===== src/rtl/ffn_pkg.sv =====
// ----------------------------------------------------------------------------
// ffn_pkg
// Shared definitions for the FFN matrix-multiply datapath:
//   - accum_state_t : state encoding of the dot-product accumulator FSM
//   - PROD_WIDTH / ACC_WIDTH / OUT_WIDTH : default datapath widths
//   - sat_to_out    : clamps a wide signed value into an out_width-bit range
// ----------------------------------------------------------------------------
package ffn_pkg;

    localparam int PROD_WIDTH = 32;
    localparam int ACC_WIDTH  = 48;
    localparam int OUT_WIDTH  = 32;

    typedef enum logic [1:0] {
        IDLE  = 2'd0,
        ACCUM = 2'd1,
        DRAIN = 2'd2
    } accum_state_t;

    // Works on a 64-bit signed carrier so any accumulator up to 63 bits can be
    // sign-extended into it; the caller truncates the result to out_width bits.
    function automatic logic [63:0] sat_to_out(input logic signed [63:0] value,
                                               input int                 out_width);
        logic signed [63:0] max_v;
        logic signed [63:0] min_v;
        max_v = (64'sd1 <<< (out_width - 32'sd1)) - 64'sd1;
        min_v = -max_v - 64'sd1;
        if (value > max_v) begin
            return max_v;
        end else if (value < min_v) begin
            return min_v;
        end else begin
            return value;
        end
    endfunction

endpackage


===== src/rtl/np_matrix_mult_accum_if.sv =====
// ----------------------------------------------------------------------------
// np_matrix_mult_accum_if
// Groups the product stream (into the accumulator) and the finished-sum
// valid/ready stream (out of the accumulator).
//   master : environment side - drives products and sum_ready
//   slave  : accumulator side - consumes products, presents sums
// ----------------------------------------------------------------------------
interface np_matrix_mult_accum_if #(
    parameter int PROD_WIDTH = 32,
    parameter int OUT_WIDTH  = 32,
    parameter int IDX_WIDTH  = 3
) ();

    logic                  prod_valid;
    logic [PROD_WIDTH-1:0] prod_data;
    logic                  prod_last;

    logic [OUT_WIDTH-1:0]  sum_data;
    logic [IDX_WIDTH-1:0]  sum_index;
    logic                  sum_valid;
    logic                  sum_ready;

    modport master (
        output prod_valid, prod_data, prod_last, sum_ready,
        input  sum_data, sum_index, sum_valid
    );

    modport slave (
        input  prod_valid, prod_data, prod_last, sum_ready,
        output sum_data, sum_index, sum_valid
    );

endinterface


===== src/rtl/np_sum_fifo.sv =====
// ----------------------------------------------------------------------------
// np_sum_fifo
// Synchronous FIFO holding finished sums. The head is read straight from the
// storage registers, so an entry pushed on one edge is visible at the head
// from the next cycle on and stays stable until popped.
// Ports:
//   clock, reset (async active-low)
//   flush      : empties the FIFO (pointers to zero)
//   push/push_data : write request; ignored when full unless a pop coincides
//   pop        : remove head; ignored when empty
//   pop_data   : current head entry
//   full/empty : occupancy flags
// DEPTH must be a power of two and at least 2.
// ----------------------------------------------------------------------------
module np_sum_fifo #(
    parameter int WIDTH = 35,
    parameter int DEPTH = 4
) (
    input  logic             clock,
    input  logic             reset,
    input  logic             flush,
    input  logic             push,
    input  logic [WIDTH-1:0] push_data,
    input  logic             pop,
    output logic [WIDTH-1:0] pop_data,
    output logic             full,
    output logic             empty
);

    localparam int ADDR_WIDTH = $clog2(DEPTH);
    localparam int PTR_WIDTH  = ADDR_WIDTH + 1;
    localparam logic [PTR_WIDTH-1:0] PTR_ONE = PTR_WIDTH'(1);

    logic [WIDTH-1:0]     mem_r [DEPTH];
    logic [PTR_WIDTH-1:0] wr_ptr_r;
    logic [PTR_WIDTH-1:0] rd_ptr_r;
    logic                 wr_en_s;
    logic                 rd_en_s;

    // Extra pointer MSB distinguishes full from empty when addresses match.
    assign empty = (wr_ptr_r == rd_ptr_r);
    assign full  = (wr_ptr_r[ADDR_WIDTH] != rd_ptr_r[ADDR_WIDTH]) &&
                   (wr_ptr_r[ADDR_WIDTH-1:0] == rd_ptr_r[ADDR_WIDTH-1:0]);

    // A pop in the same cycle frees the slot the push is about to reuse.
    assign wr_en_s  = push && (!full || pop);
    assign rd_en_s  = pop && !empty;
    assign pop_data = mem_r[rd_ptr_r[ADDR_WIDTH-1:0]];

    // Storage and pointer update; flush only rewinds the pointers.
    always_ff @(posedge clock or negedge reset) begin
        if (!reset) begin
            wr_ptr_r <= '0;
            rd_ptr_r <= '0;
            for (int i = 0; i < DEPTH; i++) begin
                mem_r[i] <= '0;
            end
        end else if (flush) begin
            wr_ptr_r <= '0;
            rd_ptr_r <= '0;
        end else begin
            if (wr_en_s) begin
                mem_r[wr_ptr_r[ADDR_WIDTH-1:0]] <= push_data;
                wr_ptr_r <= wr_ptr_r + PTR_ONE;
            end
            if (rd_en_s) begin
                rd_ptr_r <= rd_ptr_r + PTR_ONE;
            end
        end
    end

endmodule


===== src/rtl/np_matrix_mult_accum.sv =====
// ----------------------------------------------------------------------------
// np_matrix_mult_accum
// Accumulates one signed dot-product per kernel from the product stream,
// saturates each finished sum to OUT_WIDTH and queues it (with its kernel
// index) in an output FIFO drained over a valid/ready handshake.
// Ports:
//   clock, reset (async active-low)
//   start    : begin a pass; aborts and restarts a pass already running
//   bus      : slave side of np_matrix_mult_accum_if
//              (prod_valid/prod_data/prod_last in, sum_* out, sum_ready in)
//   busy     : pass in progress (ACCUM or DRAIN)
//   done     : one-cycle pulse the cycle after the pass's final pop
//   overflow : sticky; a finished sum was dropped on a full FIFO
// ACC_WIDTH must be below 64 and at least OUT_WIDTH and PROD_WIDTH.
// ----------------------------------------------------------------------------
module np_matrix_mult_accum #(
    parameter int NUM_KERNELS = 8,
    parameter int PROD_WIDTH  = ffn_pkg::PROD_WIDTH,
    parameter int ACC_WIDTH   = ffn_pkg::ACC_WIDTH,
    parameter int OUT_WIDTH   = ffn_pkg::OUT_WIDTH,
    parameter int FIFO_DEPTH  = 4
) (
    input  logic                     clock,
    input  logic                     reset,
    input  logic                     start,
    np_matrix_mult_accum_if.slave    bus,
    output logic                     busy,
    output logic                     done,
    output logic                     overflow
);

    import ffn_pkg::*;

    localparam int IDX_WIDTH  = $clog2(NUM_KERNELS);
    localparam int CNT_WIDTH  = $clog2(NUM_KERNELS + 1);
    localparam int FIFO_WIDTH = IDX_WIDTH + OUT_WIDTH;
    localparam logic [IDX_WIDTH-1:0] KCNT_LAST = IDX_WIDTH'(NUM_KERNELS - 1);
    localparam logic [IDX_WIDTH-1:0] KCNT_STEP = IDX_WIDTH'(1);
    localparam logic [CNT_WIDTH-1:0] EMIT_ALL  = CNT_WIDTH'(NUM_KERNELS);

    accum_state_t                  state_r;
    accum_state_t                  state_next;
    logic signed [ACC_WIDTH-1:0]   acc_r;
    logic signed [ACC_WIDTH-1:0]   acc_next;
    logic signed [ACC_WIDTH-1:0]   prod_ext_s;
    logic signed [ACC_WIDTH-1:0]   acc_sum_s;
    logic [IDX_WIDTH-1:0]          kcnt_r;
    logic [IDX_WIDTH-1:0]          kcnt_next;
    logic [CNT_WIDTH-1:0]          emitted_r;
    logic [CNT_WIDTH-1:0]          emitted_next;
    logic                          busy_r;
    logic                          done_r;
    logic                          done_next;
    logic                          overflow_r;
    logic                          overflow_next;
    logic                          push_s;
    logic                          pop_s;
    logic                          flush_s;
    logic                          fifo_full_s;
    logic                          fifo_empty_s;
    logic [OUT_WIDTH-1:0]          sat_s;
    logic [FIFO_WIDTH-1:0]         push_entry_s;
    logic [FIFO_WIDTH-1:0]         head_entry_s;

    assign prod_ext_s = {{(ACC_WIDTH-PROD_WIDTH){bus.prod_data[PROD_WIDTH-1]}}, bus.prod_data};
    // Accumulator wraps at ACC_WIDTH; only the emitted value is clamped.
    assign acc_sum_s  = acc_r + prod_ext_s;
    assign sat_s      = OUT_WIDTH'(sat_to_out({{(64-ACC_WIDTH){acc_sum_s[ACC_WIDTH-1]}}, acc_sum_s},
                                              OUT_WIDTH));

    assign push_entry_s  = {kcnt_r, sat_s};
    assign pop_s         = !fifo_empty_s && bus.sum_ready;
    assign bus.sum_valid = !fifo_empty_s;
    assign bus.sum_index = head_entry_s[FIFO_WIDTH-1 -: IDX_WIDTH];
    assign bus.sum_data  = head_entry_s[OUT_WIDTH-1:0];

    assign busy     = busy_r;
    assign done     = done_r;
    assign overflow = overflow_r;

    np_sum_fifo #(
        .WIDTH (FIFO_WIDTH),
        .DEPTH (FIFO_DEPTH)
    ) u_sum_fifo (
        .clock     (clock),
        .reset     (reset),
        .flush     (flush_s),
        .push      (push_s),
        .push_data (push_entry_s),
        .pop       (pop_s),
        .pop_data  (head_entry_s),
        .full      (fifo_full_s),
        .empty     (fifo_empty_s)
    );

    // Next-state, accumulator and counter logic; start overrides every state.
    always_comb begin
        state_next   = state_r;
        acc_next     = acc_r;
        kcnt_next    = kcnt_r;
        emitted_next = emitted_r + {{(CNT_WIDTH-1){1'b0}}, pop_s};
        push_s       = 1'b0;
        flush_s      = 1'b0;
        done_next    = 1'b0;
        if (start) begin
            flush_s      = 1'b1;
            acc_next     = '0;
            kcnt_next    = '0;
            emitted_next = '0;
            state_next   = ACCUM;
        end else begin
            case (state_r)
                IDLE: begin
                    state_next = IDLE;
                end
                ACCUM: begin
                    if (bus.prod_valid) begin
                        if (bus.prod_last) begin
                            push_s    = 1'b1;
                            acc_next  = '0;
                            kcnt_next = kcnt_r + KCNT_STEP;
                            if (kcnt_r == KCNT_LAST) begin
                                state_next = DRAIN;
                            end else begin
                                state_next = ACCUM;
                            end
                        end else begin
                            acc_next = acc_sum_s;
                        end
                    end else begin
                        acc_next = acc_r;
                    end
                end
                DRAIN: begin
                    // A dropped entry means this never completes; only start leaves.
                    if (emitted_next == EMIT_ALL) begin
                        state_next = IDLE;
                        done_next  = 1'b1;
                    end else begin
                        state_next = DRAIN;
                    end
                end
                default: begin
                    state_next = IDLE;
                end
            endcase
        end
    end

    // Sticky overflow: set when a push meets a full FIFO with no pop to free a slot.
    always_comb begin
        overflow_next = overflow_r;
        if (flush_s) begin
            overflow_next = 1'b0;
        end else if (push_s && fifo_full_s && !pop_s) begin
            overflow_next = 1'b1;
        end else begin
            overflow_next = overflow_r;
        end
    end

    // State, datapath and registered status outputs.
    always_ff @(posedge clock or negedge reset) begin
        if (!reset) begin
            state_r    <= IDLE;
            acc_r      <= '0;
            kcnt_r     <= '0;
            emitted_r  <= '0;
            busy_r     <= 1'b0;
            done_r     <= 1'b0;
            overflow_r <= 1'b0;
        end else begin
            state_r    <= state_next;
            acc_r      <= acc_next;
            kcnt_r     <= kcnt_next;
            emitted_r  <= emitted_next;
            busy_r     <= (state_next != IDLE);
            done_r     <= done_next;
            overflow_r <= overflow_next;
        end
    end

endmodule


===== src/flat_wrapper.sv =====
// flat-port wrapper written by rule: the top's interface ports become plain ports
module np_matrix_mult_accum_flat import ffn_pkg::*;
#(
    parameter int NUM_KERNELS = 8,
    parameter int PROD_WIDTH  = ffn_pkg::PROD_WIDTH,
    parameter int ACC_WIDTH   = ffn_pkg::ACC_WIDTH,
    parameter int OUT_WIDTH   = ffn_pkg::OUT_WIDTH,
    parameter int FIFO_DEPTH  = 4
)
  (clock, reset, start, busy, done, overflow, bus_prod_valid, bus_prod_data, bus_prod_last, bus_sum_ready, bus_sum_data, bus_sum_index, bus_sum_valid);
  np_matrix_mult_accum_if #(.PROD_WIDTH(PROD_WIDTH), .OUT_WIDTH(OUT_WIDTH), .IDX_WIDTH(3)) bus_i ();
  input  logic clock;
  input  logic reset;
  input  logic start;
  output logic busy;
  output logic done;
  output logic overflow;
  input wire logic [$bits(bus_i.prod_valid)-1:0] bus_prod_valid;
  input wire logic [$bits(bus_i.prod_data)-1:0] bus_prod_data;
  input wire logic [$bits(bus_i.prod_last)-1:0] bus_prod_last;
  input wire logic [$bits(bus_i.sum_ready)-1:0] bus_sum_ready;
  output wire logic [$bits(bus_i.sum_data)-1:0] bus_sum_data;
  output wire logic [$bits(bus_i.sum_index)-1:0] bus_sum_index;
  output wire logic [$bits(bus_i.sum_valid)-1:0] bus_sum_valid;
  assign bus_i.prod_valid = bus_prod_valid;
  assign bus_i.prod_data = bus_prod_data;
  assign bus_i.prod_last = bus_prod_last;
  assign bus_i.sum_ready = bus_sum_ready;
  assign bus_sum_data = bus_i.sum_data;
  assign bus_sum_index = bus_i.sum_index;
  assign bus_sum_valid = bus_i.sum_valid;
  np_matrix_mult_accum #(.NUM_KERNELS(NUM_KERNELS), .PROD_WIDTH(PROD_WIDTH), .ACC_WIDTH(ACC_WIDTH), .OUT_WIDTH(OUT_WIDTH), .FIFO_DEPTH(FIFO_DEPTH)) u_core (.clock(clock), .reset(reset), .start(start), .bus(bus_i), .busy(busy), .done(done), .overflow(overflow));
endmodule

===== config.mk =====
export PLATFORM = sky130hd
export DESIGN_NAME = np_matrix_mult_accum_flat
export DESIGN_NICKNAME = d
export VERILOG_FILES = /design/src/rtl/ffn_pkg.sv /design/src/rtl/np_matrix_mult_accum_if.sv /design/src/rtl/np_sum_fifo.sv /design/src/rtl/np_matrix_mult_accum.sv /design/src/flat_wrapper.sv
export SDC_FILE = /design/constraint.sdc
export NUM_CORES = 1
export LEC_CHECK = 0
export BUFFER_PORTS_ARGS = -buffer_cell sky130_fd_sc_hd__buf_2
export CAP_MARGIN = 25
export CORE_UTILIZATION = 50
export CTS_CLUSTER_DIAMETER = 40
export CTS_CLUSTER_SIZE = 20
export DETAILED_ROUTE_END_ITERATION = 6
export PLACE_DENSITY = 0.75
export SLEW_MARGIN = 20
export SYNTH_ARGS = -nofsm -noshare
export SYNTH_HDL_FRONTEND = slang
export SYNTH_SLANG_ARGS = --single-unit

===== constraint.sdc =====
create_clock -name clock -period 5.5 [get_ports clock]
set_input_delay 0.275 -clock clock [delete_from_list [all_inputs] [get_ports clock]]
set_output_delay 0.275 -clock clock [all_outputs]
set_load 0.01 [all_outputs]

# Yosys cells after proc, flatten, opt, wreduce, memory -nomap -nowiden
# Cells that the tools add are included.
[totals] elab_cells=91 in_bits=38 register_bits=206 out_inout_bits=39
[classes] addsub=5 n_bitwise=3 mux=37 reduce_logical=21 magnitude_cmp=5 eq_ne=7
[op_table] operator="two-way mux 48 bit" count=4
[op_table] operator="bitwise mux 140 bit" count=1
[op_table] operator="two-way mux 35 bit" count=3
[op_table] operator="binary-select mux 35 bit (select 2 bit)" count=1
[op_table] operator="demux 35 bit (select 2 bit)" count=1
[op_table] operator="two-way mux 32 bit" count=2
[op_table] operator="adder 48 x 32 -> 48 bit" count=1
[op_table] operator="> comparator 48 x 32 -> 1 bit, second input constant" count=1
[op_table] operator="< comparator 48 x 32 -> 1 bit, second input constant" count=1
[op_table] operator="two-way mux 3 bit" count=8
[op_table] operator="nonzero test 2 bit" count=7
[op_table] operator="two-way mux 1 bit" count=10
[op_table] operator="two-way mux 2 bit" count=5
[op_table] operator="adder 3 x 1 -> 3 bit, second input constant" count=3
[op_table] operator="logical AND 1 bit" count=7
[op_table] operator=">= comparator 3 bit, second input constant" count=2
[op_table] operator="NOT 2 -> 3 bit" count=2
[op_table] operator="adder 4 x 1 -> 4 bit" count=1
[op_table] operator="== test 4 bit, second input constant" count=1
[op_table] operator="two-way mux 4 bit" count=1
[op_table] operator="one-hot mux 2 bit (2 select lines)" count=1
[op_table] operator="AND reduction 2 bit" count=2
[op_table] operator="== test 3 bit" count=1
[op_table] operator="== test 3 bit, second input constant" count=1
[op_table] operator="9 further kinds" count=11

# Longest topological paths before layout
# Gate-level depths: netlist of the first run.
[logic_depth] word_depth=9 ltp_mapped=14 mapped_depth_nobuf=12

# Modules after synthesis
# From an unflattened synthesis of the first run, not the netlist that was laid out.
[hier_totals] cells_unflattened=1088 hier_area_um2=12831.1
[by_module_without_submodules] module="np_sum_fifo" seq_area_each_um2=3653.5 cells_each=392 area_per_inst_um2=7150.6 n_inst=1
[by_module_without_submodules] module="np_matrix_mult_accum" seq_area_each_um2=1501.4 cells_each=696 area_per_inst_um2=5680.4 n_inst=1

# Worst setup path before layout of the first run
# Ideal clock, no wire load.
[synth_path] path_kind="reg2reg" start="register u_core.acc_r[0]" end="register u_core.u_sum_fifo.mem_r[43] (netlist name)" setup_slack_ns=1.933 t_arrival_ns=3.438 path_stages_with_launch=14 setup_time_ns=0.129 cell_sequence="dfrtp_1 -> ha_1 -> fa_1 -> a211oi_2 -> o211ai_1 -> and2_1 -> o21ai_1 -> a21oi_1 -> or2_1 -> o311ai_2 -> nand4_2 -> o31ai_4 -> buf_6 -> o211ai_2"
[synth_between] elab_chain_cells=5 elab_cells_between_ends=6 classes_between="1 x add/sub; 2 x order compare; 3 x mux"
[synth_lines] element="start: declaration" line="np_matrix_mult_accum.sv:43" text="logic signed [ACC_WIDTH-1:0] acc_r;"
[synth_lines] element="start signal: assignment" line="np_matrix_mult_accum.sv:174" text="acc_r <= acc_next;"
[synth_lines] element="adder 48 x 32 -> 48 bit *" line="np_matrix_mult_accum.sv:67" text="assign acc_sum_s = acc_r + prod_ext_s;"
[synth_lines] element="< comparator 48 x 32 -> 1 bit" line="ffn_pkg.sv:30" text="end else if (value < min_v) begin"
[synth_lines] element="two-way mux 32 bit" line="ffn_pkg.sv:30"
[synth_lines] element="two-way mux 32 bit *" line="ffn_pkg.sv:28" text="if (value > max_v) begin"
[synth_lines] element="bitwise mux 140 bit *" line="np_sum_fifo.sv:63" text="mem_r[wr_ptr_r[ADDR_WIDTH-1:0]] <= push_data;"
[synth_lines] element="end signal: indexed assignment" line="np_sum_fifo.sv:63"
[synth_lines] element="end: declaration" line="np_sum_fifo.sv:34" text="logic [WIDTH-1:0] mem_r [DEPTH];"
# Mark *: on every way between the ends. The rest lies on a longest branch, timed or not.
# A chain may end at the register's enable or synchronous reset.

# Worst setup path in the final report of the first run
[layout_path] start="register u_core.acc_r[0]" end="register u_core.u_sum_fifo.mem_r[0] (netlist name)"
# The elaborated chain is that of the path after synthesis.

==> summary.txt, run 1 <==
Run status
  • Status: complete, but fails checks
  • Violations in the final reports: design-rule violations

Route
  • Post-route ant nets: 0
  • DR vias/cell: 6.409
  • Wirelength per Cell: 22.31 um
  • Drt drc: 5
  • DRT met1 WL: 17,330 um
  • Initial DRC count: 1,107
  • Metal3 WL: 2986 um
  • DRT Pass-1 Iters: 7
  • Met2 WL: 18,440 um
  • Top routing layer used: met4
  • Via count: 11,460
  • Total wire length: 39,890 um

STA
  • Setup WS post-layout: 0.9557 ns
  • Rel. slew slack: 28.92%
  • Final Slew Violations: 0
  • Worst-margin pin slew: 1.057 ns
  • Final critical-path required period: 4.544 ns
  • Highest Clock Rate: 0.2201 GHz
  • Final TNS setup: 0 ns
  • Tcrit/Tclk final: 82.62%
  • Clk_skew: 0.03559 ns
  • Setup-failing EPs final: 0
  • Fin. Hold Viols: 0
  • RSZ-0062 raised after global routing: false

CTS
  • Setup Buffers After CTS: 0
  • Inserted Clock Buffers: 35
  • Sink Count: 206
  • H-tree levels: 2
  • CTS tree: yes
  • Clk_lat worst skew: 0.52 ns
  • Clk pin slew, worst setup/hold paths: 0.06 ns
  • Clk Tree Root Cell: clkbuf_16
  • Clock Tree Buf Depth: 3

Setup path
  • Critical path class: register to register
  • Worst path arrival time: 4.89 ns
  • Flop2flop setup slack: 0.96 ns
  • Critical path endpoint category: register
  • Launching point of the worst reg2reg path: u_core.acc_r[0]
  • Worst Setup Start Kind: register
  • Reg2reg path depth: 13
  • Critical Path Source: u_core.acc_r[0]
  • Worst Setup EP: u_core.u_sum_fifo.mem_r[0]
  • WP data required: 5.85 ns
  • Worst-path fanout max: 27
  • Reg2Reg Capture Point: u_core.u_sum_fifo.mem_r[0]

Cells and area
  • Commonest non-fill, non-tap cells in the layout: nand2_1, dfrtp_1, nor2_1, o211ai_2, buf_2
  • Fin area: 0.01517 mm2
  • Area grow syn2layout: 11.98%
  • N_diodes: 0
  • Layout cell share with drive strength beyond 1: 24.29%
  • Nets: 1,528
  • Most common cell after layout, fill and taps aside: nand2_1
  • Filler cells: 2,263
  • Post-Layout Cell Count: 1,788

Global route
  • Overall routing resource usage: 29.09%
  • Vias in the first global route: 11,340
  • Largest net degree at the start of global routing: 86
  • Initial antenna violation count: 0
  • First-pass GRT wire length: 63,920 um
  • Grt total ovfl: 0

Synth
  • Synth Register Bits: 206
  • Post-Syn Instances: 1,388
  • Number of enable flip-flop cells after synthesis: 0
  • Synth Net Count: 1,485
  • Post-synthesis cell type count: 83
  • Post-synth top flop: dfrtp_1
  • FFs w/ async S/R, synth: 100.0%
  • Average cell area after synthesis: 9.762 um2
  • Synthesized area: 0.01355 mm2
  • YS warnings: 0
  • Post-synthesis sequential area ratio: 38.05%

Power
  • Power Density: 363.5 mW/mm2
  • Lkg Pwr: 6.812 nW
  • IR drop worst, VDD: 240.9 uV

Place
  • DP Area: 0.01405 mm2
  • Worst slack, placed: 1.046 ns
  • GPL Wtd Cong: 0.9882
  • Number of port buffers: 76
  • Cell total after placement: 1,728
  • Post-DP HPWL: 26,510 um

Floorplan
  • Initial core utilization: 51.41%
  • Die height: 166.6 um
  • I/O Pins: 77
  • Die X: 166.6 um
  • Die area: 0.02776 mm2
  • Core box area: 0.02635 mm2
  • Std cell rows: 59

Min path
  • Hold Crit Class: input pin to register

Flow run
  • Max-cap violations: 0
## area by class of cell
class | instances | area, um2 | share of cell area, %
clock inverter | 20 | 210.2 | 1.385
inverter | 18 | 67.56 | 0.4453
clock buffer | 39 | 900.9 | 5.938
timing repair buffer | 99 | 576.8 | 3.802
tap | 335 | 419.2 | 2.763
sequential | 206 | 5157 | 33.99
multi-input combinational | 1071 | 7840 | 51.67
## critical path, stage by stage (launching register included)
cell	delay (ns)
dfrtp_1	0.38
ha_1	0.24
fa_1	0.45
a211oi_2	0.27
o211ai_1	0.14
and2_1	0.19
o21ai_1	0.31
a21oi_1	0.23
or2_1	0.33
o311ai_2	0.51
nand4_2	0.38
o31ai_4	0.27
buf_4	0.48
o211ai_1	0.18
## report_power, final
group | switching (W) | internal [W]
Sequential | 0.000150 | 0.00177
Combinational | 0.000895 | 0.000617
Clock | 0.000795 | 0.00129
## worst min-delay path by stage
| stage | from | end | slack [ns] | cells past startpoint |
|---|---|---|---|---|
| after floorplan | reset | u_core.acc_r[0] | -0.02 | 0 |
| after global routing | bus_prod_valid | u_core.overflow | 0.20 | 3 |
| after detailed placement | reset | u_core.acc_r[15] | 0.38 | 1 |
| final | bus_prod_valid | u_core.overflow | 0.17 | 3 |
| after global placement | reset | u_core.acc_r[17] | 0.38 | 1 |
| after CTS | bus_prod_valid | u_core.overflow | 0.16 | 3 |
## registers in the layout, indices dropped and copies added, names as in the netlist
name / count
u_core.kcnt_r: 3
u_core.done: 1
u_core.busy: 1
u_core.u_sum_fifo.mem_r: 140
u_core.state_r: 2
u_core.u_sum_fifo.rd_ptr_r: 3
u_core.acc_r: 48
u_core.u_sum_fifo.wr_ptr_r: 3
u_core.emitted_r: 4
u_core.overflow: 1
## routing by layer
metal  GRT usage, %  vias up
li1               -     5168
met5              0        -
met1          41.24     5689
met4          9.219        0
met3          4.135       76
met2          46.05      526
## metrics by stage
stage	utilization [%]	hold WS, ns	power, W
global route	57.57	0.1969	0.005737
floorplan	-	-0.02059	0.002964
detailed placement	53.32	0.3783	0.003430
global placement	53.32	0.3818	0.003392
finish	57.57	0.1660	0.005515
CTS	57.57	0.1578	0.005524
## cell families after synthesis
group                    Yosys count  share of synthesized area [%]
AO/OA/AOI/OAI                    383                          25.07
XOR/XNOR                          44                          2.844
adder cells (fa/ha/maj)           59                          5.504
multiplexers                      41                          6.270
buffers and inverters            111                          4.349
flip-flops                       206                          38.05
AND/OR/NAND/NOR                  544                          17.91
## cell usage after synthesis (all sizes together) (11+ instances only)
| master | n | area [um2] |
|---|---|---|
| nor2 | 143 | 541.8 |
| o211ai | 89 | 1079 |
| xor2 | 16 | 140.1 |
| clkbuf | 49 | 183.9 |
| a22o | 39 | 341.6 |
| dfrtp | 206 | 5155 |
| nand4 | 24 | 177.7 |
| nor3 | 25 | 135.1 |
| mux4 | 35 | 788.3 |
| xnor2 | 28 | 245.2 |
| ha | 58 | 725.7 |
| inv | 18 | 67.56 |
| o21ai | 53 | 272.8 |
| or3 | 11 | 80.08 |
| nand3 | 19 | 95.09 |
| a21oi | 74 | 396.6 |
| nand2 | 276 | 1036 |
| buf | 44 | 337.8 |
| a211oi | 53 | 580.6 |
| and2 | 12 | 75.07 |
## repair_timing
item / in CTS / in global routing
gates resized for setup: 0 / 0
hold buffers: 1 / 0
hold endpoints to repair: 83 / 0
Power figures use the tool's default switching activity.
==> inputs of run 2 (changes only) <==
Clock period 5.5 ns to 4.7 ns, I/O delays scaled along.
==> summary.txt, run 2 (same netlist as run 1, synthesis figures left out) <==
Setup path
  • Largest delay share family, worst path: compound AO/OA/AOI/OAI gates (unchanged)
  • CP bufs+invs: 1 (unchanged)
  • CP max stage delay: 0.50 ns (was 0.51 ns)
  • Worst-path fanout max: 24 (was 27)
  • Crit-path slowest cell: o311ai_2 (unchanged)
  • Cell Chain, Critical Path: ha_1, fa_1, a211oi_2, o211ai_1, and2_1, o21ai_1, a21oi_1, or2_1, o311ai_2, nand4_2, o31ai_4, buf_4, a211oi_1 (was ha_1, fa_1, a211oi_2, o211ai_1, and2_1, o21ai_1, a21oi_1, or2_1, o311ai_2, nand4_2, o31ai_4, buf_4, o211ai_1)
  • WP data required: 5.09 ns (was 5.85 ns)
  • Worst path arrival time: 4.80 ns (was 4.89 ns)
  • Critical path endpoint category: register (unchanged)
  • Reg2reg path depth: 13 (unchanged)
  • Worst Setup Start Kind: register (unchanged)
  • Critical path class: register to register (unchanged)
  • Crit path depth: 13 (unchanged)

Cells and area
  • Largest registers: u_core.u_sum_fifo.mem_r x140, u_core.acc_r x48, u_core.emitted_r x4 (unchanged)
  • Commonest non-fill, non-tap cells in the layout: nand2_1, dfrtp_1, nor2_1, o211ai_2, buf_2 (unchanged)
  • Area of the multi-input gates: 0.007839 mm2 (was 0.007840 mm2)
  • Most common cell after layout, fill and taps aside: nand2_1 (unchanged)
  • Layout cell share with drive strength beyond 1: 24.57% (was 24.29%)
  • Seq. cell area: 0.005157 mm2 (unchanged)
  • Largest register FFs: 140 (unchanged)
  • Filler cells: 2,227 (was 2,263)
  • N_diodes: 0 (unchanged)
  • Nets: 1,529 (was 1,528)
  • Fin area: 0.01528 mm2 (was 0.01517 mm2)
  • Top reg by flops: u_core.u_sum_fifo.mem_r (unchanged)
  • Area grow syn2layout: 12.76% (was 11.98%)

Place
  • Worst slack, placed: 0.4499 ns (was 1.046 ns)
  • Number of port buffers: 76 (unchanged)
  • GPL Wtd Cong: 0.9865 (was 0.9882)
  • Post-DP HPWL: 26,080 um (was 26,510 um)
  • DP Area: 0.01414 mm2 (was 0.01405 mm2)

CTS
  • Inserted Clock Buffers: 31 (was 35)
  • Clk pin slew, worst setup/hold paths: 0.06 ns (about the same)
  • CTS tree: yes (unchanged)
  • Clk_lat worst skew: 0.57 ns (was 0.52 ns)
  • Sink Count: 206 (unchanged)
  • Clk Tree Root Cell: clkbuf_16 (unchanged)
  • Clock Tree Buf Depth: 3 (unchanged)
  • H-tree levels: 1 (was 2)

STA
  • Rel. slew slack: 39.16% (was 28.92%)
  • Final TNS setup: 0 ns (unchanged)
  • Hold WS: 0.07684 ns (was 0.1660 ns)
  • Final Slew Violations: 0 (unchanged)
  • Fin. Hold Viols: 0 (unchanged)
  • RSZ-0062 raised after global routing: false (unchanged)
  • Highest Clock Rate: 0.2268 GHz (was 0.2201 GHz)
  • Clk_skew: 0.02388 ns (was 0.03559 ns)
  • Final critical-path required period: 4.409 ns (was 4.544 ns)
  • Worst-margin pin slew: 0.9065 ns (was 1.057 ns)
  • Setup-failing EPs final: 0 (unchanged)
  • Tcrit/Tclk final: 93.81% (was 82.62%)
  • Setup WS post-layout: 0.2908 ns (was 0.9557 ns)

Route
  • Post-route ant nets: 0 (unchanged)
  • Via count: 11,330 (was 11,460)
  • Wirelength per Cell: 21.72 um (was 22.31 um)
  • DR vias/cell: 6.322 (was 6.409)
  • Initial DRC count: 1,114 (was 1,107)
  • Drt drc: 4 (was 5)
  • Total wire length: 38,930 um (was 39,890 um)
  • DRT Pass-1 Iters: 7 (unchanged)

Floorplan
  • Die height: 166.6 um (unchanged)
  • Core box area: 0.02635 mm2 (unchanged)
  • Die area: 0.02776 mm2 (unchanged)
  • I/O Pins: 77 (unchanged)
  • Initial core utilization: 51.41% (unchanged)
  • Die X: 166.6 um (unchanged)
  • Std cell rows: 59 (unchanged)

Power
  • Power Density: 425.2 mW/mm2 (was 363.5 mW/mm2)
  • Lkg Pwr: 6.866 nW (was 6.812 nW)
  • IR drop worst, VDD: 387.7 uV (was 240.9 uV)
  • Design Power: 0.006497 W (was 0.005515 W)

Global route
  • First-pass GRT wire length: 62,770 um (was 63,920 um)
  • Largest net degree at the start of global routing: 105 (was 86)
  • Overall routing resource usage: 28.48% (was 29.09%)
  • Initial antenna violation count: 0 (unchanged)
  • Grt total ovfl: 0 (unchanged)
  • Vias in the first global route: 11,120 (was 11,340)

Flow run
  • Max-cap violations: 0 (unchanged)

Min path
  • Hold Crit Class: input pin to register (unchanged)
  • Hold Path Cell Cnt: 3 (unchanged)

Run status
  • Violations in the final reports: design-rule violations (unchanged)
  • Status: complete, but fails checks (unchanged)
run 2: worst paths after layout:
| kind | startpoint | endpoint | slack, ns |
|---|---|---|---|
| setup / recovery | u_core.acc_r[0] | u_core.u_sum_fifo.mem_r[100] | 0.29 |
| hold / removal | bus_prod_last | u_core.overflow | 0.08 |
| setup reg to reg | u_core.acc_r[0] | u_core.u_sum_fifo.mem_r[100] | 0.29 |
| hold reg to reg | u_core.u_sum_fifo.mem_r[104] | u_core.u_sum_fifo.mem_r[104] | 0.47 |
| max in group asynchronous | reset | u_core.u_sum_fifo.rd_ptr_r[0] | 3.28 |
| min in group asynchronous | reset | u_core.acc_r[17] | 0.30 |
run 2: cell type report:
class / instances / area share (%)
Clock buffer: 33 / 5.192
Clock inverter: 25 / 2.211
Inverter: 18 / 0.4422
Multi-Input combinational cell: 1071 / 51.31
Sequential cell: 206 / 33.76
Tap cell: 335 / 2.743
Timing Repair Buffer: 104 / 4.349
run 2: layer usage:
metal,part of all wire (%),vias to the layer above,track usage [%]
met2,45,499,43.92
met4,4.0,0,11.39
met1,44,5582,40.73
met3,7.6,81,3.683
met5,0,-,0
li1,-,5167,-
run 2: where the power goes:
group	switching, W	leakage (nW)	total, W	internal, W
clock	0.000952	0.547	0.00249	0.00154
sequential	0.000169	2.70	0.00224	0.00207
combinational	0.00104	3.62	0.00176	0.000727
run 2: tightest hold or removal path, delay by kind of cell:
| kind | cells | cell delay, ns |
|---|---|---|
| AOI/OAI and AO/OA | 1 | 0.12 |
| buffers and inverters | 1 | 0.16 |
| and+or+nand+nor | 1 | 0.07 |
run 2: timing repair:
item,in CTS,in global routing
endpoints found under the hold margin,103,0
resized for setup,0,0
hold buffers,1,0
buffers inserted,0,0
run 2: stage by stage:
step,cells,util (%)
after floorplan,1388,-
after global placement,1733,53.64
after detailed placement,1733,53.64
after CTS,1792,57.97
after global routing,1792,57.97
final,1792,57.97
==> inputs of run 3 (changes only) <==
Settings changed: CELL_PAD_IN_SITES_DETAIL_PLACEMENT set to 2, CELL_PAD_IN_SITES_GLOBAL_PLACEMENT set to 2, CORE_UTILIZATION 50 to 40, PLACE_DENSITY 0.75 to 0.88.
==> summary.txt, run 3 (same netlist as run 1, synthesis figures left out) <==
STA
  • Final Slew Violations: 0 (unchanged)
  • Setup-failing EPs final: 0 (unchanged)
  • Setup WS post-layout: 0.1260 ns (was 0.2908 ns)
  • Worst-margin pin slew: 1.115 ns (was 0.9065 ns)
  • RSZ-0062 raised after global routing: true (was false)
  • Rel. slew slack: 25.15% (was 39.16%)
  • Final critical-path required period: 4.574 ns (was 4.409 ns)
  • Fin. Hold Viols: 0 (unchanged)
  • Tcrit/Tclk final: 97.32% (was 93.81%)
  • Highest Clock Rate: 0.2186 GHz (was 0.2268 GHz)
  • Clk_skew: 0.03911 ns (was 0.02388 ns)

Route
  • Via count: 12,390 (was 11,330)
  • Drt drc: 1 (was 4)
  • Met2 WL: 29,150 um (was 17,370 um)
  • DRT Pass-1 Iters: 7 (unchanged)
  • Top routing layer used: met4 (unchanged)
  • Initial DRC count: 909 (was 1,114)
  • Metal3 WL: 2974 um (was 2946 um)
  • Wirelength per Cell: 30.78 um (was 21.72 um)
  • Post-route ant nets: 0 (unchanged)
  • DRT met1 WL: 23,080 um (was 17,040 um)
  • Total wire length: 59,060 um (was 38,930 um)
  • DR vias/cell: 6.454 (was 6.322)

Global route
  • First-pass GRT wire length: 89,460 um (was 62,770 um)
  • Initial antenna violation count: 0 (unchanged)
  • Largest net degree at the start of global routing: 111 (was 105)
  • Overall routing resource usage: 35.05% (was 28.48%)
  • Vias in the first global route: 14,040 (was 11,120)
  • Grt total ovfl: 0 (unchanged)

Setup path
  • Worst-path fanout max: 82 (was 24)
  • Reg2reg path depth: 14 (was 13)
  • Reg2Reg Capture Point: u_core.u_sum_fifo.mem_r[62] (was u_core.u_sum_fifo.mem_r[100])
  • WP data required: 5.15 ns (was 5.09 ns)
  • Worst Setup EP: u_core.u_sum_fifo.mem_r[62] (was u_core.u_sum_fifo.mem_r[100])
  • Critical Path Source: u_core.acc_r[0] (unchanged)
  • Critical path class: register to register (unchanged)
  • Worst path arrival time: 5.02 ns (was 4.80 ns)
  • Launching point of the worst reg2reg path: u_core.acc_r[0] (unchanged)
  • Worst Setup Start Kind: register (unchanged)
  • Critical path endpoint category: register (unchanged)
  • Flop2flop setup slack: 0.13 ns (was 0.29 ns)

Cells and area
  • Most common cell after layout, fill and taps aside: nand2_1 (unchanged)
  • Largest registers: u_core.u_sum_fifo.mem_r x140, u_core.acc_r x48, u_core.emitted_r x4 (unchanged)
  • Largest register FFs: 140 (unchanged)
  • Area grow syn2layout: 15.65% (was 12.76%)
  • Layout cell share with drive strength beyond 1: 25.42% (was 24.57%)
  • Top reg by flops: u_core.u_sum_fifo.mem_r (unchanged)
  • Post-Layout Cell Count: 1,919 (was 1,792)
  • Fin area: 0.01567 mm2 (was 0.01528 mm2)
  • Commonest non-fill, non-tap cells in the layout: nand2_1, dfrtp_1, nor2_1, o211ai_2, buf_2 (unchanged)
  • Nets: 1,540 (was 1,529)
  • N_diodes: 0 (unchanged)

Floorplan
  • I/O Pins: 77 (unchanged)
  • Die X: 186.0 um (was 166.6 um)
  • Initial core utilization: 40.51% (was 51.41%)
  • Die area: 0.03461 mm2 (was 0.02776 mm2)
  • Die height: 186.0 um (was 166.6 um)
  • Std cell rows: 67 (was 59)
  • Core box area: 0.03345 mm2 (was 0.02635 mm2)

Place
  • GPL Wtd Cong: 0.9268 (was 0.9865)
  • Worst slack, placed: 0.1990 ns (was 0.4499 ns)
  • Cell total after placement: 1,843 (was 1,733)
  • Number of port buffers: 76 (unchanged)
  • Post-DP HPWL: 35,580 um (was 26,080 um)
  • DP Area: 0.01427 mm2 (was 0.01414 mm2)

Power
  • Internal Power: 0.004649 W (was 0.004338 W)
  • Sw power: 0.002606 W (was 0.002159 W)
  • Clk network pwr share: 40.9% (was 38.4%)
  • Lkg Pwr: 6.988 nW (was 6.866 nW)
  • Switching Share: 35.92% (was 33.23%)
  • IR drop worst, VDD: 360.5 uV (was 387.7 uV)
  • Design Power: 0.007255 W (was 0.006497 W)
  • Comb pwr share: 27.3% (was 27.2%)
  • Sequential Power Share: 31.8% (was 34.5%)
  • Power Density: 463.0 mW/mm2 (was 425.2 mW/mm2)

Flow run
  • Max-cap violations: 0 (unchanged)

CTS
  • CTS tree: yes (unchanged)
  • Sink Count: 206 (unchanged)
  • Clk Tree Root Cell: clkbuf_16 (unchanged)
  • Inserted Clock Buffers: 39 (was 31)
  • Clk_lat worst skew: 0.56 ns (was 0.57 ns)
  • H-tree levels: 2 (was 1)
  • Clock Tree Buf Depth: 3 (unchanged)
  • Clk pin slew, worst setup/hold paths: 0.06 ns (about the same)

Run status
  • Status: complete, but fails checks (unchanged)
  • Violations in the final reports: design-rule violations (unchanged)

Min path
  • Hold Crit Class: input pin to register (unchanged)
[run 3: cell count changes in the layout (fill, tap and decap cells not counted), moves of 2 or more]
cell,previous run,this run
clkbuf_8,2,6
clkinv_2,1,3
clkbuf_16,31,39
clkinv_4,2,5
clkinvlp_4,3,5
inv_8,5,0
inv_6,8,6
buf_2,75,77
[run 3: how the worst min path moves through the flow]
stage	start	endpoint	depth (start not counted)
global route	start	u_core.u_sum_fifo.rd_ptr_r[0]	2
finish	bus_prod_valid	u_core.state_r[0]	3
floorplan	reset	u_core.acc_r[0]	0
detailed placement	reset	u_core.done	1
CTS	bus_prod_valid	u_core.state_r[0]	3
global placement	reset	u_core.emitted_r[1]	1
[run 3: power by group through the flow]
stage | Sequential (W) | Combinational (W) | Clock, W
2_1_floorplan | 0.00220 | 0.00127 | 0
3_3_place_gp | 0.00225 | 0.00175 | 0
3_5_place_dp | 0.00229 | 0.00187 | 0
4_1_cts | 0.00229 | 0.00196 | 0.00298
5_1_grt | 0.00231 | 0.00208 | 0.00305
6_report | 0.00231 | 0.00198 | 0.00297
[run 3: routing by layer]
metal	vias to the layer above	GRT usage [%]
met1	6442	40.83
met3	229	5.772
met2	536	59.24
met4	0	23.54
li1	5179	-
met5	-	0
[run 3: worst max-delay path, stage by stage, from the launching register on]
cell	delay, ns
dfrtp_1	0.39
ha_1	0.28
fa_1	0.49
a211oi_2	0.28
o21ai_1	0.18
nand3_1	0.17
nand3_1	0.24
and4_1	0.29
nor4_1	0.36
buf_4	0.23
nand4_1	0.14
nor4_2	0.52
a31oi_4	0.15
buf_12	0.28
o211ai_2	0.31
[run 3: cell type report]
cell class                      instances  area, um2
Fill cell                            3403      17780
Multi-Input combinational cell       1071       7853
Sequential cell                       206       5157
Clock buffer                           45       1049
Timing Repair Buffer                  107      694.4
Tap cell                              448      560.5
Clock inverter                         24      289.0
Inverter                               18      67.56
[run 3: through the flow]
step | hold slack, ns | utilization (%) | TNS, ns
floorplan | -0.06059 | - | 0
global placement | 0.3657 | 42.66 | 0
detailed placement | 0.3707 | 42.66 | 0
CTS | 0.1114 | 46.69 | 0
global route | 0.1524 | 46.85 | -1.280
finish | 0.1261 | 46.85 | 0
[run 3: timing repair]
action	in CTS	in global routing
setup buffers	0	3
endpoints found under the setup margin	0	43
endpoints found under the hold margin	96	0
hold buffers	1	0
gates resized for setup	0	2
